--- config.mk ---
export PLATFORM = sky130hd
export DESIGN_NAME = frame_sync_scheduler
export DESIGN_NICKNAME = d
export VERILOG_FILES = /design/src/rtl/frame_sync_scheduler.sv
export SDC_FILE = /design/constraint.sdc
export NUM_CORES = 1
export LEC_CHECK = 0
export ABC_AREA = 1
export CAP_MARGIN = 10
export CORE_MARGIN = 5
export CORE_UTILIZATION = 57
export DETAILED_ROUTE_END_ITERATION = 8
export HOLD_SLACK_MARGIN = 0.12
export PLACE_DENSITY = 0.82
export SLEW_MARGIN = 20
export SYNTH_ARGS = -nofsm -noshare
export SYNTH_HDL_FRONTEND = slang
export SYNTH_SLANG_ARGS = --single-unit
--- constraint.sdc ---
create_clock -name clk -period 3.6 [get_ports clk]
set_clock_uncertainty 0.1 [all_clocks]
set_input_delay 0.54 -clock clk [delete_from_list [all_inputs] [get_ports clk]]
set_output_delay 0.54 -clock clk [all_outputs]
set_load 0.01 [all_outputs]
--- src/rtl/frame_sync_scheduler.sv ---
// Frame sync scheduler: periodic camera trigger and master frame pointer.
// Advances the pointer once every participating camera reports the frame.
module frame_sync_scheduler #(
    parameter int FRAME_COUNT = 3,
    parameter int TRIG_WIDTH  = 16
) (
    input  logic        clk,
    input  logic        rst,
    input  logic        i_enable,
    input  logic [2:0]  i_cam_mask,
    input  logic [31:0] i_period,
    input  logic [5:0]  i_cam0_slave_frame_ptr,
    input  logic [5:0]  i_cam1_slave_frame_ptr,
    input  logic [5:0]  i_cam2_slave_frame_ptr,
    input  logic        i_irq_clear,
    output logic [5:0]  o_master_frame_ptr,
    output logic [2:0]  o_trigger,
    output logic        o_frame_stb,
    output logic [15:0] o_overrun_count,
    output logic        o_interrupt,
    output logic        o_busy
);

    typedef enum logic [1:0] {
        S_IDLE,
        S_TRIG,
        S_WAIT,
        S_HOLD
    } state_e;

    localparam logic [31:0] MIN_PER   = 32'(TRIG_WIDTH + 1);
    localparam logic [31:0] TRIG_LAST = 32'(TRIG_WIDTH - 1);
    localparam logic [5:0]  PTR_LAST  = 6'(FRAME_COUNT - 1);

    state_e      state_q, state_d;
    logic [31:0] cnt_q, cnt_d;
    logic [31:0] per_q, per_d;
    logic [2:0]  mask_q, mask_d;
    logic [5:0]  ptr_q, ptr_d;
    logic [15:0] ovr_cnt_q, ovr_cnt_d;
    logic        irq_q, irq_d;
    logic [2:0]  trig_q, trig_d;
    logic        stb_q, stb_d;
    logic        busy_q, busy_d;

    logic [2:0]  hit;
    logic        sync;
    logic        pe;
    logic [31:0] eff_per;

    // Slave pointer match, period end and clamped period for the next frame
    always_comb begin
        hit[0]  = (i_cam0_slave_frame_ptr == ptr_q);
        hit[1]  = (i_cam1_slave_frame_ptr == ptr_q);
        hit[2]  = (i_cam2_slave_frame_ptr == ptr_q);
        sync    = &(hit | ~mask_q);
        pe      = (cnt_q == per_q - 32'd1);
        eff_per = (i_period > MIN_PER) ? i_period : MIN_PER;
    end

    // Next-state and output logic; a frame start re-latches mask and period
    always_comb begin
        logic enter;
        logic ovr;
        enter     = 1'b0;
        ovr       = 1'b0;
        state_d   = state_q;
        cnt_d     = cnt_q + 32'd1;
        per_d     = per_q;
        mask_d    = mask_q;
        ptr_d     = ptr_q;
        ovr_cnt_d = ovr_cnt_q;
        irq_d     = irq_q;
        trig_d    = trig_q;
        stb_d     = 1'b0;

        if (!i_enable) begin
            state_d = S_IDLE;
            cnt_d   = '0;
            trig_d  = '0;
        end else begin
            unique case (state_q)
                S_IDLE: enter = 1'b1;
                S_TRIG: begin
                    if (cnt_q == TRIG_LAST) begin
                        state_d = S_WAIT;
                        trig_d  = '0;
                    end
                end
                S_WAIT: begin
                    if (sync && pe) begin
                        ptr_d = (ptr_q == PTR_LAST) ? '0 : ptr_q + 6'd1;
                        stb_d = 1'b1;
                        enter = 1'b1;
                    end else if (sync) begin
                        state_d = S_HOLD;
                    end else if (pe) begin
                        ovr   = 1'b1;
                        enter = 1'b1;
                        if (ovr_cnt_q != 16'hFFFF)
                            ovr_cnt_d = ovr_cnt_q + 16'd1;
                    end
                end
                S_HOLD: begin
                    if (pe) begin
                        ptr_d = (ptr_q == PTR_LAST) ? '0 : ptr_q + 6'd1;
                        stb_d = 1'b1;
                        enter = 1'b1;
                    end
                end
            endcase
        end

        if (enter) begin
            state_d = S_TRIG;
            cnt_d   = '0;
            mask_d  = i_cam_mask;
            per_d   = eff_per;
            trig_d  = i_cam_mask;
        end

        if (ovr)
            irq_d = 1'b1;
        else if (i_irq_clear)
            irq_d = 1'b0;

        busy_d = (state_d != S_IDLE);
    end

    // State and output registers with asynchronous reset
    always_ff @(posedge clk or posedge rst) begin
        if (rst) begin
            state_q   <= S_IDLE;
            cnt_q     <= '0;
            per_q     <= MIN_PER;
            mask_q    <= '0;
            ptr_q     <= '0;
            ovr_cnt_q <= '0;
            irq_q     <= 1'b0;
            trig_q    <= '0;
            stb_q     <= 1'b0;
            busy_q    <= 1'b0;
        end else begin
            state_q   <= state_d;
            cnt_q     <= cnt_d;
            per_q     <= per_d;
            mask_q    <= mask_d;
            ptr_q     <= ptr_d;
            ovr_cnt_q <= ovr_cnt_d;
            irq_q     <= irq_d;
            trig_q    <= trig_d;
            stb_q     <= stb_d;
            busy_q    <= busy_d;
        end
    end

    assign o_master_frame_ptr = ptr_q;
    assign o_trigger          = trig_q;
    assign o_frame_stb        = stb_q;
    assign o_overrun_count    = ovr_cnt_q;
    assign o_interrupt        = irq_q;
    assign o_busy             = busy_q;

endmodule

==> flow_summary.yaml <==
sta:
  period_needed_ns: 3.21
  min_period_over_period_pct: 89.3
  drv_slew: 0
  finalHoldViolations: 0
  fmax_mhz: 311
  rsz0062_at_grt: "false"
  setup_viol: 0
  slew_headroom_pct: 45.8
  holdWs_ns: 0.389
  worstMarginPinSlew_ns: 0.806
  finalSetupTns_ns: 0
critical_path:
  worst_path_max_delay_cell: "dfrtp_1"
  crit_family: "simple AND/OR/NAND/NOR gates"
  rr_endpoint: "per_q[3]"
  critPathLaunch: "per_q[8]"
  arrival_ns: 3.33
  cp.required_ns: 3.71
  cp-endpoint: "per_q[3]"
  criticalPathCategory: "reg2reg"
  r2r_setup_slack_ns: 0.39
  worst-path-stages: 15
  slowest_delay_ns: 0.49
  rr_worst_depth: 15
  cp_cell_sequence: "nor2_4 > nand2_1 > inv_1 > nand2_1 > o21ai_0 > nand2_1 > nor2_1 > nand2_1 > nor2_1 > nand3_2 > o21ai_2 > nand2_1 > buf_4 > nand2_1 > o21ai_1"
  r2r-start: "per_q[8]"
  cp_num_buf_inv: 2
  timing.critical_path.mode_cell: "nand2_1"
  cp_max_fo: 37
  cp-end-kind: "flop"
  start_kind: "flop"
floorplanning:
  dieArea_um2: 14100
  pin_count: 85
  die_h_um: 119
  initial_core_util_pct: 58.4
  core.rowCount: 39
  fp.coreArea_um2: 11500
  die_x_um: 119
worst_hold_path:
  whs_path_depth: 2
  worstHoldStart: "mask_q[1]"
  hold_path_class: "reg2reg"
clock_tree:
  cts_buffers: 9
  cts_resized: 0
  cts_tree: "yes"
  cts_hold_buf: 0
  cts_sinks: 97
  clockBufferDepth: 2
  htree_levels: 3
  cts-root-buf: "clkbuf_16"
  clk_pin_slew_ns: 0.07
  clk_latency_ns: 0.34
  post_cts_buffers: 0
cells_and_area:
  fin_nets: 1133
  drive_gt1_share_pct: 4.48
  diodes: 0
  area_growth_pct: 18.9
  post-route-util_pct: 69.4
route:
  wl_per_cell_um: 14.3
  num_vias: 6519
  via_per_inst: 5.37
  drc: 0
  postRouteWirelength_um: 17300
  first_pass_iters: 6
  drtIter0Drc: 462
  ant_nets: 0
grt:
  gr-usage-all-layers_pct: 25.4
  grt_max_degree: 59
  gr-total-overflow: 0
  antenna_found_initial: 0
  first_global_vias: 6312
  grt_pass1_wl_um: 29600
yosys:
  synth_fp_nets: 1054
  synth_area_um2: 6730
  ys_warn_count: 0
  yosys.area.top_type: "dfrtp_1"
  synth.most_common_cell: "nand2_1"
  synth-edff-count: 0
  yosysSeqAreaShare_pct: 36.1
  ys_ff_latch: 97
  synth_top_cells_by_area: "dfrtp_1 35%, nand2_1 16%, nor2_1 8.6%, xor2_1 6.9%, nand3_1 6.1%"
  ys_types: 40
  async_reset_ff_share_pct: 100
  synth.top_cell.area_share_pct: 35.3
  ys_dominant_reg_cell: "dfrtp_1"
  synthCells: 988
  avgSynthCellArea_um2: 6.81
  synthTopCellsByCount: "293 x nand2_1, 154 x nor2_1, 105 x inv_1"
pwr:
  combPwrFrac_pct: 41.7
  total_power_mw: 4.41
  powerDensity_nw_per_um2: 552
  switching_power_mw: 1.92
  vdd_drop_max_v: 0.000296
  p_int_mw: 2.49
  seqPwrFrac_pct: 37.4
  pwr-share-clk_pct: 20.9
  p_leak_nw: 3.83
  p_sw_share_pct: 43.6
placed_design:
  gp_congestion: 0.946
  io_buffers: 84
  dpl.hpwl_um: 13800
run:
  cap_violations: 0
outcome:
  status: "complete, no violations"
[tightest hold or removal path, delay by kind of cell, from the launching register on]
kind          cells  cell delay [ns]
simple gates      2             0.11
flops             1             0.35
[cells by family after synthesis]
kind of cell	after synthesis	share of synthesized area, %
simple gates	628	40.6
flops	97	36.1
compound gates	44	3.59
buf+inv	133	7.94
xor+xnor	77	10.0
fa+ha+maj	9	1.67
[flip-flops by register name, summed over array words and instances (netlist names)]
name                cells
o_trigger               3
o_overrun_count        16
o_busy                  1
o_master_frame_ptr      6
cnt_q                  32
mask_q                  3
state_q                 2
o_frame_stb             1
o_interrupt             1
per_q                  32
[per-stage QoR]
stage | instances | area (um^2) | setup slack [ns]
6_report | 1215 | 8000 | 0.385
5_1_grt | 1215 | 8000 | 0.0447
4_1_cts | 1215 | 7990 | 0.277
3_5_place_dp | 1199 | 7700 | 0.300
3_3_place_gp | 1199 | 7700 | 0.458
2_1_floorplan | 988 | 6730 | 0.430
[layer usage]
layer  routed length, um  global-route usage [%]
met2                8100                    41.3
met4                 369                    7.24
met5                   0                       0
met1                7870                    34.7
met3                 978                    4.82
[power groups by stage]
stage | registers, mW | clock network (mW) | logic, mW
floorplan | 1.56 | 0 | 1.37
global placement | 1.65 | 0 | 1.78
detailed placement | 1.66 | 0 | 1.82
CTS | 1.64 | 0.942 | 1.84
global route | 1.68 | 0.991 | 2.11
finish | 1.65 | 0.920 | 1.84
[layout make-up]
cell class,count,area [um^2]
repair buffers,94,928
clock inverters,7,63.8
multi-input cells,758,3770
flip-flops and latches,97,2430
clock buffers,9,225
inverters,107,404
fillers,958,3520
well taps,143,179
[worst min path at each step]
| stage | endpoint |
|---|---|
| after floorplan | mask_q[1] |
| after global placement | mask_q[2] |
| after detailed placement | mask_q[2] |
| after CTS | mask_q[2] |
| after global routing | mask_q[0] |
| final | mask_q[1] |
[cell usage in the layout (no fill, tap or decap), types with 22 or more instances in the layout]
master,netlist,layout
nand4_1,24,24
nor3_1,24,24
nor4_1,22,22
xnor2_1,24,24
xor2_1,53,53
dfrtp_1,95,95
clkdlybuf4s50_1,0,84
nand2_1,293,293
nand3_1,82,82
inv_1,105,104
nor2_1,154,154
Power figures use the tool's default switching activity.
==> variant 1, RTL diff (same flow settings) <==
Put one more register stage on the output `o_overrun_count`, with the module's reset. The value now appears one clock later. The other outputs are not delayed to match.
--- a/src/rtl/frame_sync_scheduler.sv
+++ b/src/rtl/frame_sync_scheduler.sv
@@ -159,3 +159,9 @@
     assign o_frame_stb        = stb_q;
-    assign o_overrun_count    = ovr_cnt_q;
+    always_ff @(posedge clk or posedge rst) begin
+        if (rst) begin
+            o_overrun_count <= '0;
+        end else begin
+            o_overrun_count <= ovr_cnt_q;
+        end
+    end
     assign o_interrupt        = irq_q;
Behaviour: no difference found for any inputs over 10 cycles, from zero or initial values and one cycle with rst high; that may be too few to reach the edited logic, so the function may still have changed.
==> variant 1 against the original RTL <==
Final cell count is 9.6% higher. Area after synthesis rose by 12%. Cell area increased by 13%. Total power is 25% higher. Setup slack worse by 0.057 ns. Sequential cell count is 16 higher. Routed wire length increased by 16%. Worst hold slack worse by 0.086 ns. Critical path type unchanged. Largest power group unchanged.
==> variant 1: results <==
group,metric,value,unit
setup_path,reg2reg_depth,16,
worst_hold_path,worstHoldPathType,"input port to async pin",
clocking,clock_latency,0.41,ns
setup_path,arrival,3.45,ns
setup_path,crit_fanout,43,
setup_path,critPathLaunchType,"flop",
outcome,outcome,"completed",
detailed_routing,drt_wl_total,20140,um
placed_design,dp_hpwl,15370,um
setup_path,r2r_start,"per_q[0]$_DFFE_PP1N_",
placed_design,gp_congestion,0.9921,
clocking,htree_levels,4,
setup_path,r2r_setup_slack,0.33,ns
grt,grtUsageTotal,26.23,%
logic_synthesis,yosysUniqueCellTypes,39,
detailed_routing,viasPerCell,5.420,
logic_synthesis,synth.area.mux_share,0,%
cells_and_area,final_nets,1209,
detailed_routing,first_pass_iters,5,
clocking,cts_resized,0,
logic_synthesis,ys.warnings.count,0,
logic_synthesis,yosys-top-cells-area,"dfrtp_1, nand2_1, nor2_1",
logic_synthesis,ys.flop_type,"dfrtp_1",
grt,grt_pass1_vias,6929,
logic_synthesis,synth_fp_nets,1126,
grt,grt_max_degree,71,
setup_path,crit_end,"per_q[2]$_DFFE_PP0N_",
grt,grt_pass1_wl,33230,um
clocking,cts_buffers,17,
sta,tightest_slew,0.8666,ns
logic_synthesis,synthArstFlopShare,100.0,%
clocking,clk_path_buf_depth,2,
logic_synthesis,synth_compound_area_share,3.331,%
logic_synthesis,seq_area_frac_synth,37.67,%
logic_synthesis,yosys.area_share.adder,1.499,%
cells_and_area,drive_above_1_share,7.439,%
power,p_leak,4.274,nW
power,max-vdd-ir-drop,0.3704,mV
logic_synthesis,synth_xor_area_share,9.559,%
clocking,cts-root-buf,"clkbuf_16",
cells_and_area,largest_registers,"cnt_q x32, per_q x32",
placed_design,io_buffers,84,
cells_and_area,num-fill-cells,1078,
detailed_routing,drt_iter0_markers,499,
clocking,path_clk_slew,0.06,ns
clocking,post_cts_buffers,0,
cells_and_area,num_antenna_cells,0,
logic_synthesis,ys_top_cells_by_count,"nand2_1, nor2_1, inv_1",
grt,antenna_found_initial,0,
## variant 1: cell count changes after synthesis, moves of 7 or more
cell / unedited run / this run
inv_1: 105 / 127
dfrtp_1: 95 / 111
nand4_1: 24 / 39
nand2_1: 293 / 304
nor2_1: 154 / 145
xor2_1: 53 / 62
nand2_2: 2 / 9
## variant 1: power by group
group / total (mW) / switching [mW] / internal (mW)
clock network: 1.58 / 0.598 / 0.983
logic: 2.08 / 1.35 / 0.730
registers: 1.86 / 0.350 / 1.51
## variant 1: worst max-delay path, cell delays in order, from the launching register on
cell and delay [ns]:
dfstp_2 0.55, inv_1 0.07, ha_1 0.23, nand2_2 0.19, inv_1 0.08, nand2_1 0.08, nand2_1 0.05, nand3_1 0.15
nand2_1 0.07, nor3_1 0.27, nand2_1 0.14, nor2_4 0.20, nand3_2 0.15, nand2_4 0.21, nand2_4 0.29, nand2_1 0.19
o21ai_1 0.09
## variant 1: kinds of logic (layout without fill, tap and decap cells)
family | after synthesis | after routing
simple gates | 656 | 656
xor+xnor | 82 | 82
flops | 113 | 113
fa+ha+maj | 9 | 9
compound gates | 44 | 44
buf+inv | 156 | 252
## variant 1: how the worst min path moves through the flow
stage                                   from  cells past startpoint                           end  slack [ns]
floorplan           ovr_cnt_q[1]$_DFFE_PP0P_                      0  o_overrun_count[1]$_DFF_PP0_        0.28
global placement    ovr_cnt_q[1]$_DFFE_PP0P_                      0  o_overrun_count[1]$_DFF_PP0_        0.29
detailed placement  ovr_cnt_q[1]$_DFFE_PP0P_                      0  o_overrun_count[1]$_DFF_PP0_        0.29
CTS                                      rst                      2      o_trigger[2]$_DFFE_PP0P_        0.30
global route                             rst                      2      o_trigger[2]$_DFFE_PP0P_        0.32
finish                                   rst                      2      o_trigger[2]$_DFFE_PP0P_        0.30
## variant 1: cell type report
type / instances / area, um2 / area share [%]
well taps: 176 / 220.2 / 2.436
repair buffers: 90 / 885.9 / 9.798
inverters: 130 / 491.7 / 5.439
clock inverters: 12 / 110.1 / 1.218
multi-input cells: 791 / 4046 / 44.76
flip-flops and latches: 113 / 2830 / 31.30
clock buffers: 20 / 456.7 / 5.051
## variant 1: metal layers
metal	GRT usage, %	part of all wire, %	vias up
li1	-	-	3526
met4	9.375	2.8	0
met5	0	0	-
met2	43.26	47	309
met1	34.23	43	3330
met3	5.617	7.5	54
## variant 1: metrics by stage
step,power (mW),cell area (um2),std cells,setup slack [ns]
after floorplan,3.362,7517,1060,1.159
after global placement,3.867,8474,1300,0.5860
after detailed placement,3.910,8474,1300,0.4943
after CTS,5.505,9041,1332,0.3832
after global routing,5.888,9041,1332,0.09980
final,5.515,9041,1332,0.3283
==> variant 2, RTL diff (same settings) <==
Without the edit above. The parameter `TRIG_WIDTH` goes from 16 to 15.
--- a/src/rtl/frame_sync_scheduler.sv
+++ b/src/rtl/frame_sync_scheduler.sv
@@ -4,3 +4,3 @@
     parameter int FRAME_COUNT = 3,
-    parameter int TRIG_WIDTH  = 16
+    parameter int TRIG_WIDTH  = 15
 ) (
Behaviour: same outputs for any inputs over 10 cycles, from zero or initial values and one cycle with rst high; that may be too few to reach the edited logic, so the function may still have changed.
==> variant 2 against the original RTL <==
Routed wire length up 0.26%. Cell area increased by 0.53%. Clock power is 7.1% higher. Area after synthesis up 1.1%. Die area up 1.0%. Non-clock buffer count decreased by 6. Worst hold slack got worse by 0.013 ns. First-iteration DRC count shrank 11%. Sequential cell count unchanged. Setup slack improved by 0.072 ns. Total power is 1.5% higher. Critical path type unchanged.
==> variant 2: results <==
group,metric,value,unit
detailed_routing,dr_total_vias,6562,
setup_path,crit_fanout,42,
power,p_leak,3.726,nW
cells_and_area,drive_above_1_share,4.846,%
cells_and_area,final_nets,1135,
logic_synthesis,syn_area_per_cell,6.865,um2
placed_design,gp_congestion,1.033,
clocking,path_clk_slew,0.07,ns
clocking,cts_buffers,9,
detailed_routing,wl_met3,1468,um
outcome,outcome,"completed",
logic_synthesis,yosysUniqueCellTypes,37,
grt,grt_pass1_vias,6247,
grt,grt_max_degree,54,
grt,use_met3,5.698,%
grt,use_met1,33.39,%
placed_design,dp_hpwl,13590,um
setup_path,crit_slowest_cell,"dfrtp_1",
detailed_routing,dr_wl_met2,7994,um
detailed_routing,wl_per_cell,14.24,um
power,max-vdd-ir-drop,0.3821,mV
clocking,clk_path_buf_depth,2,
detailed_routing,first_pass_iters,5,
detailed_routing,drt_iter0_markers,411,
logic_synthesis,ys_top_cells_by_count,"nand2_1, nor2_1, inv_1",
placed_design,placed_cells,1204,
cells_and_area,num-fill-cells,1034,
placed_design,dpl_cell_area,7731,um2
clocking,cts-root-buf,"clkbuf_16",
clocking,clock_latency,0.36,ns
grt,grt_pass1_wl,29370,um
grt,grtUsageTotal,25.42,%
logic_synthesis,yosys-top-cells-area,"dfrtp_1, nand2_1, nor2_1",
grt,grt_util_met2,40.73,%
detailed_routing,wl_met1,7394,um
detailed_routing,drt_wl_total,17370,um
clocking,htree_levels,3,
setup_path,slowest_delay,0.46,ns
sta,tightest_slew,0.8243,ns
setup_path,arrival,3.28,ns
worst_hold_path,worstHoldPathType,"flop to flop",
logic_synthesis,seq_area_frac_synth,35.70,%
-- variant 2: power breakdown --
group          total, mW  internal, mW  switching (mW)
clock              0.985         0.497           0.487
sequential          1.64          1.32           0.325
combinational       1.85         0.672            1.18
-- variant 2: cell families (layout without fill, tap and decap cells) --
logic type      Yosys count  in the layout  synth area share (%)
compound gates           45             45                 3.771
xor+xnor                 82             82                 10.56
fa+ha+maj                10             10                 1.839
buf+inv                 144            226                 8.810
flops                    97             97                 35.70
simple gates            613            613                 39.32
-- variant 2: final timing paths --
| path | start | endpoint | slack [ns] | depth (start not counted) |
|---|---|---|---|---|
| min in group asynchronous | rst | o_overrun_count[4]$_DFFE_PP0P_ | 0.52 | 2 |
| worst max register to register | per_q[5]$_DFFE_PP0N_ | per_q[2]$_DFFE_PP0N_ | 0.46 | 14 |
| max in group asynchronous | rst | per_q[4]$_DFFE_PP1N_ | 2.13 | 3 |
| worst max-delay path | per_q[5]$_DFFE_PP0N_ | per_q[2]$_DFFE_PP0N_ | 0.46 | 14 |
| worst min-delay path | mask_q[2]$_DFFE_PP0N_ | mask_q[2]$_DFFE_PP0N_ | 0.38 | 2 |
| worst min register to register | mask_q[2]$_DFFE_PP0N_ | mask_q[2]$_DFFE_PP0N_ | 0.38 | 2 |
-- variant 2: layout make-up --
class	count	area [um2]	share of cell area [%]
clock buffers	9	225.2	2.801
well taps	147	183.9	2.288
flip-flops and latches	97	2429	30.21
clock inverters	7	78.83	0.9804
inverters	122	460.4	5.727
repair buffers	88	883.3	10.99
multi-input cells	750	3780	47.01
-- variant 2: stage by stage --
step | setup WS [ns] | total power, mW
final | 0.4577 | 4.479
after global routing | 0.1117 | 4.829
after global placement | 0.4292 | 3.440
after detailed placement | 0.3516 | 3.473
after floorplan | 0.4279 | 2.985
after CTS | 0.3118 | 4.466
